File: src/rtl/div8_restoring_seq.sv
`timescale 1ns/1ps
// Iterative unsigned restoring divider.
// One quotient bit per clock, produced by a (WIDTH+1)-bit subtract-with-carry-out
// stage (invert + add-with-carry chain, carry-in 1). Carry-out high means the
// shifted partial remainder was >= divisor, which is also the quotient bit.
//
// Handshake: START is sampled only in IDLE or DONE. An accepted START captures
// DIVIDEND/DIVISOR on that edge. BUSY is high for exactly the WIDTH RUN cycles.
// VALID pulses for the single DONE cycle. QUOTIENT/REMAINDER hold until the
// next run finishes. DIV_BY_ZERO updates on the accepted START and then holds.
// START during RUN is ignored.
module div8_restoring_seq #(
    parameter int WIDTH = 8
) (
    input  logic             CLK,
    input  logic             RESET,
    input  logic             START,
    input  logic [WIDTH-1:0] DIVIDEND,
    input  logic [WIDTH-1:0] DIVISOR,
    output logic             BUSY,
    output logic             VALID,
    output logic [WIDTH-1:0] QUOTIENT,
    output logic [WIDTH-1:0] REMAINDER,
    output logic             DIV_BY_ZERO,
    output logic [1:0]       DBG_STATE
);

    typedef enum logic [1:0] {
        IDLE = 2'd0,
        RUN  = 2'd1,
        DONE = 2'd2
    } state_t;

    localparam int            CW   = $clog2(WIDTH) + 1;
    localparam logic [CW-1:0] LAST = CW'(WIDTH - 1);

    state_t           state;
    logic [CW-1:0]    cnt;
    logic [WIDTH-1:0] q_sh;   // dividend bits shift out of the MSB, quotient bits shift in at the LSB
    logic [WIDTH-1:0] dvs;
    logic [WIDTH-1:0] rem;    // always < divisor between iterations

    logic [WIDTH:0]   r_shift;
    logic [WIDTH:0]   sub_b;
    logic [WIDTH+1:0] carry;
    logic [WIDTH-1:0] diff;
    logic             cout;
    logic [WIDTH-1:0] rem_next;
    logic [WIDTH-1:0] q_next;

    assign DBG_STATE = state;

    // Subtract stage: r_shift + ~{0,dvs} + 1 as a ripple chain; the top carry is the quotient bit.
    // The difference's MSB is not needed because a kept difference is always < divisor.
    always_comb begin
        r_shift  = {rem, q_sh[WIDTH-1]};
        sub_b    = ~{1'b0, dvs};
        carry    = '0;
        diff     = '0;
        carry[0] = 1'b1;
        for (int i = 0; i <= WIDTH; i++) begin
            carry[i+1] = (r_shift[i] & sub_b[i]) | (carry[i] & (r_shift[i] ^ sub_b[i]));
        end
        for (int i = 0; i < WIDTH; i++) begin
            diff[i] = r_shift[i] ^ sub_b[i] ^ carry[i];
        end
        cout     = carry[WIDTH+1];
        rem_next = cout ? diff : r_shift[WIDTH-1:0];
        q_next   = {q_sh[WIDTH-2:0], cout};
    end

    // Control FSM with registered handshake and result outputs.
    always_ff @(posedge CLK or posedge RESET) begin
        if (RESET) begin
            state       <= IDLE;
            cnt         <= '0;
            q_sh        <= '0;
            dvs         <= '0;
            rem         <= '0;
            BUSY        <= 1'b0;
            VALID       <= 1'b0;
            QUOTIENT    <= '0;
            REMAINDER   <= '0;
            DIV_BY_ZERO <= 1'b0;
        end else begin
            VALID <= 1'b0;
            case (state)
                IDLE, DONE: begin
                    if (START) begin
                        q_sh        <= DIVIDEND;
                        dvs         <= DIVISOR;
                        rem         <= '0;
                        cnt         <= '0;
                        DIV_BY_ZERO <= (DIVISOR == '0);
                        BUSY        <= 1'b1;
                        state       <= RUN;
                    end else begin
                        state <= IDLE;
                    end
                end
                RUN: begin
                    q_sh <= q_next;
                    rem  <= rem_next;
                    cnt  <= cnt + 1'b1;
                    if (cnt == LAST) begin
                        QUOTIENT  <= q_next;
                        REMAINDER <= rem_next;
                        VALID     <= 1'b1;
                        BUSY      <= 1'b0;
                        state     <= DONE;
                    end
                end
                default: begin
                    state <= IDLE;
                    BUSY  <= 1'b0;
                end
            endcase
        end
    end

endmodule

File: config.mk
export PLATFORM = sky130hd
export DESIGN_NAME = div8_restoring_seq
export DESIGN_NICKNAME = d
export VERILOG_FILES = /design/src/rtl/div8_restoring_seq.sv
export SDC_FILE = /design/constraint.sdc
export NUM_CORES = 1
export LEC_CHECK = 0
export CELL_PAD_IN_SITES_DETAIL_PLACEMENT = 0
export CELL_PAD_IN_SITES_GLOBAL_PLACEMENT = 2
export CORE_UTILIZATION = 35
export CTS_BUF_LIST = sky130_fd_sc_hd__clkbuf_16
export DETAILED_ROUTE_END_ITERATION = 16
export GPL_TIMING_DRIVEN = 0
export PLACE_DENSITY_LB_ADDON = 0.1
export RECOVER_POWER = 50
export SLEW_MARGIN = 20
export SYNTH_ARGS = -nofsm -noshare
export SYNTH_HDL_FRONTEND = slang
export SYNTH_SLANG_ARGS = --single-unit
File: constraint.sdc
create_clock -name CLK -period 12.7 [get_ports CLK]
set_input_delay 1.27 -clock CLK [delete_from_list [all_inputs] [get_ports CLK]]
set_output_delay 1.27 -clock CLK [all_outputs]
set_load 0.02 [all_outputs]
# [After elaboration in Yosys (flattened, before gate mapping)]
# Index checks and enable logic that the tools add are counted.
[totals] wordCells=83 register_bits=49
[classes] muxes=15 eq_ne=5 reduce_logical=8 n_addsub=1 bitwise_logic=44
[op_table] cell="8-bit one-hot mux with 2 select lines" count=2
[op_table] cell="8-bit two-way mux" count=3
[op_table] cell="1-bit bitwise AND" count=17
[op_table] cell="1-bit XOR" count=16
[op_table] cell="8-bit NOT with 9-bit output" count=1
[op_table] cell="1-bit OR" count=9
[op_table] cell="8-bit zero test" count=1
[op_table] cell="4-bit one-hot mux with 2 select lines" count=1
[op_table] cell="2-bit AND reduction" count=4
[op_table] cell="1-bit two-way mux" count=5
[op_table] cell="4-bit by 1-bit adder with 4-bit output, second input constant" count=1
[op_table] cell="4-bit by 3-bit == test with 1-bit output, second input constant" count=1
[op_table] cell="4-bit two-way mux" count=1
[op_table] cell="2-bit inequality test, second input constant" count=2
[op_table] cell="2-bit one-hot mux with 2 select lines" count=1
[op_table] cell="2-bit by 1-bit == test with 1-bit output, second input constant" count=1
[op_table] cell="2-bit == test, second input constant" count=1
[op_table] cell="2-bit zero test" count=1
[op_table] cell="2-bit two-way mux" count=1
[op_table] cell="1-bit one-hot mux with 2 select lines" count=1
[op_table] cell="2-bit nonzero test" count=1
[op_table] cell="2-bit OR reduction" count=1
[op_table] cell="1-bit NOT" count=1

# [Longest topological paths before layout]
[depth] ltp_word=21 mapped_depth=15 mapped_depth_nobuf=14

# [Worst setup path before layout]
# OpenSTA, ideal clock, no wires.
[synth_timing] kind="register to register" startpoint="reg q_sh[7]" endpoint="reg REMAINDER[4]" path_slack_ns=8.526 path_stages_with_launch=16 n_path_buf=1 period_less_slack_ns=4.174 t_arrival_ns=4.049 path_cell_list="dfrtp_1 > inv_1 > ha_1 > inv_1 > fa_1 > fa_1 > fa_1 > fa_1 > fa_1 > fa_1 > inv_1 > fa_1 > nor2b_1 > buf_2 > mux2_2 > mux2_2"
[synth_between] elab_chain_len=19
[synth_rtl] element="start: declaration" line="39" text="logic [WIDTH-1:0] q_sh;"
[synth_rtl] element="start signal: assignment" line="102" text="q_sh <= q_next;"
[synth_rtl] element="1-bit bitwise AND or 1-bit XOR (tied branches)" line="62" text="carry[i+1] = (r_shift[i] & sub_b[i]) | (carry[i] & (r_shift[i] ^ sub_b[i]));"
[synth_rtl] element="1-bit OR (*)" line="62"
[synth_rtl] element="1-bit bitwise AND (*)" line="62"
[synth_rtl] element="1-bit OR (*)" line="62"
[synth_rtl] element="1-bit bitwise AND (*)" line="62"
[synth_rtl] element="1-bit OR (*)" line="62"
[synth_rtl] element="1-bit bitwise AND (*)" line="62"
[synth_rtl] element="1-bit OR (*)" line="62"
[synth_rtl] element="[... 3 more ...]"
[synth_rtl] element="1-bit OR" line="62"
[synth_rtl] element="1-bit bitwise AND" line="62"
[synth_rtl] element="1-bit OR" line="62"
[synth_rtl] element="1-bit bitwise AND" line="62"
[synth_rtl] element="1-bit OR" line="62"
[synth_rtl] element="1-bit bitwise AND" line="62"
[synth_rtl] element="1-bit OR" line="62"
[synth_rtl] element="8-bit two-way mux (*)" line="68" text="rem_next = cout ? diff : r_shift[WIDTH-1:0];"
[synth_rtl] element="end signal: assignment" line="107" text="REMAINDER <= rem_next;"
[synth_rtl] element="end: declaration" line="23" text="output logic [WIDTH-1:0] REMAINDER,"
# Every way passes the cells marked *; elsewhere a longest branch is shown, timed or not.
# A chain may end at the register's enable or synchronous reset.

# [Worst setup path in the final report]
# Same ends and word-level chain as after synthesis.

==> results.ini <==
[yosys]
synth_common_cells=49 x dfrtp_1, 22 x nand2_1, 14 x mux2_2
synth_top_area_share_pct=54.0
syn-num-nets=209
seq_area_frac_synth_pct=54.0
synth_cells=181
ys_ff_latch=49
yosys.area.top_type=dfrtp_1
ys.flop_type=dfrtp_1
synth_area_leaders=dfrtp_1 54%, mux2_2 6.9%, fa_1 6.2%
synthArstFlopShare_pct=100
yosysUniqueCellTypes=31
synth_edf_count=0
syn_area_um2=2270
yosysWarnings=0
post-synth-top-count-cell=dfrtp_1
synth_area_per_cell_um2=12.5

[worst_setup_path]
crit_slowest_cell=fa_1
slowest_delay_ns=0.41
critical_path.endpoint=REMAINDER[4]$_DFFE_PP0P_
cp-startpoint=q_sh[7]$_DFFE_PP0P_
rr_worst_depth=15
cp_max_fo=10
worstPathArrival_ns=4.72
start_kind=register
timing.rr.end=REMAINDER[4]$_DFFE_PP0P_
path_common_cell=fa_1
r2r_setup_slack_ns=8.14
worstSetupEndpointType=register
path_class=register to register
crit_chain=inv_1 > ha_1 > inv_1 > fa_1 > fa_1 > fa_1 > fa_1 > fa_1 > fa_1 > inv_1 > fa_1 > nor2b_1 > buf_2 > mux2_2 > mux2_2
r2r-start=q_sh[7]$_DFFE_PP0P_
crit_required_ns=12.86

[global_routing]
grt_first_pass_wirelength_um=8220
grt_pass1_vias=1598
antenna_found_initial=0
grt_max_degree=35
grt_util_all_layers_pct=16.8
overflow=0

[routing]
drt_wl_total_um=4900
drc=0
detail_route.wl_per_cell_um=16.2
ant_nets=0
drt_iter0_drc=74
vias=1517
drtPass1Iterations=4
vias_per_cell=5.01

[clocking]
clock_sinks=49
cts_buffers=5
root_buffer=clkbuf_16
cts_tree=yes
insertion_delay_ns=0.28
postCtsSetupRepairBufs=0
htree_levels=2
ctsResizeCount=0
clkTransAtPathRegs_ns=0.06
ctsHoldBuffers=0
clockBufferDepth=2

[final_layout]
drive_above_1_share_pct=13.2
finish.utilization_pct=46.9
fin_area_um2=2860
instances_no_fill=303
multi_input_area_um2=925
fillers=576
area_delta_synth_final_pct=25.9
nets=256
diodes=0
ff_latch_area_um2=1230

[sta]
clock.fmax_ghz=0.219
setup_viol=0
slew_violations=35
tns_ns=0
slew_headroom_pct=-22.6
hold_violations=0
tightest_slew_ns=1.84
clock_skew_ns=0.00879
min_period_ns=4.56
finalCritPeriodShare_pct=35.9
setup_ws_ns=8.14
rsz0062_at_grt=no

[power]
pwr-share-clk_pct=14.7
swShare_pct=37.9
p_int_mw=0.526
power.leakage_nw=1.26
comb_power_share_pct=52.0
ir_drop_v=0.000148
p_per_area_nw_per_um2=297
power_switching_mw=0.322
p_seq_share_pct=33.2

[die]
die_height_um=82.5
die_w_um=82.5
num_rows=28
core_area_um2=6100
ios=40
start_util_pct=37.2
die_area_um2=6810

[placed_design]
io_buffers=39
postPlaceCellArea_um2=2770
hpwl_um=3450
place_congestion=0.710
dp.cells=296
place_ws_ns=8.13

[outcome]
outcome=complete, but fails checks
violations=capacitance limit, slew limit

[job]
cap_violations=1

[worst_hold_path]
hp-class=register to register

layout by cell type, fill, tap and decap left out, drive strengths merged, types with 7 or more instances in the layout:
| cell type | count |
|---|---|
| a22o | 8 |
| clkbuf | 12 |
| clkdlybuf4s50 | 37 |
| dfrtp | 49 |
| fa | 7 |
| inv | 13 |
| mux2 | 22 |
| nand2 | 22 |
| nand3 | 8 |
| o21ai | 9 |
sequential cells by signal, summed over array words and instances, names as in the netlist:
signal / cells
DBG_STATE: 2
rem: 8
VALID: 1
QUOTIENT: 8
DIV_BY_ZERO: 1
REMAINDER: 8
dvs: 8
BUSY: 1
q_sh: 8
cnt: 4
stage by stage:
step	hold slack [ns]	power, mW
after floorplan	0.450	0.588
after global placement	0.471	0.724
after detailed placement	0.477	0.738
after CTS	0.492	0.870
after global routing	0.525	0.922
final	0.492	0.848
cells by family (layout without fill, tap and decap cells):
logic type / after synthesis / in the layout / share of synthesized area (%)
AO/OA/AOI/OAI: 28 / 28 / 8.88
adder cells (fa/ha/maj): 9 / 9 / 7.28
AND/OR/NAND/NOR: 45 / 45 / 10.0
buffers and inverters: 22 / 69 / 4.91
flip-flops: 49 / 49 / 54.0
multiplexers: 28 / 28 / 14.9
critical path: cells and delay by family, from the launching register on:
kind,cells,cell delay (ns)
buffers and inverters,4,0.53
adder cells (fa/ha/maj),8,2.68
flip-flops,1,0.36
multiplexers,2,0.66
AND/OR/NAND/NOR,1,0.21
worst min path at each step:
stage | from | slack, ns | to | depth (start not counted)
finish | dvs[0]$_DFFE_PP0P_ | 0.49 | dvs[0]$_DFFE_PP0P_ | 2
CTS | dvs[0]$_DFFE_PP0P_ | 0.49 | dvs[0]$_DFFE_PP0P_ | 2
detailed placement | dvs[0]$_DFFE_PP0P_ | 0.48 | dvs[0]$_DFFE_PP0P_ | 2
global route | dvs[0]$_DFFE_PP0P_ | 0.52 | dvs[0]$_DFFE_PP0P_ | 2
global placement | dvs[0]$_DFFE_PP0P_ | 0.47 | dvs[0]$_DFFE_PP0P_ | 2
floorplan | dvs[0]$_DFFE_PP0P_ | 0.45 | dvs[0]$_DFFE_PP0P_ | 2
power groups by stage:
stage	sequential (mW)	combinational, mW	clock (mW)
2_1_floorplan	0.311	0.277	0
3_3_place_gp	0.282	0.442	0
3_5_place_dp	0.285	0.453	0
4_1_cts	0.283	0.458	0.130
5_1_grt	0.292	0.494	0.135
6_report	0.282	0.441	0.125
layout make-up:
cell class	instances	share of cell area (%)
sequential	49	42.9
multi-input combinational	110	32.4
timing repair buffer	40	13.8
clock buffer	5	4.38
tap	75	3.28
inverter	12	1.58
buffer	10	1.44
clock inverter	2	0.263
per-layer routing:
| metal | up-vias | track usage (%) | part of all wire [%] |
|---|---|---|---|
| li1 | 724 | - | - |
| met1 | 759 | 22.3 | 47 |
| met2 | 32 | 27.1 | 48 |
| met3 | 2 | 3.85 | 3.8 |
| met4 | 0 | 5.17 | 0.71 |
| met5 | - | 0 | 0 |
(Power assumes the default switching activity.)
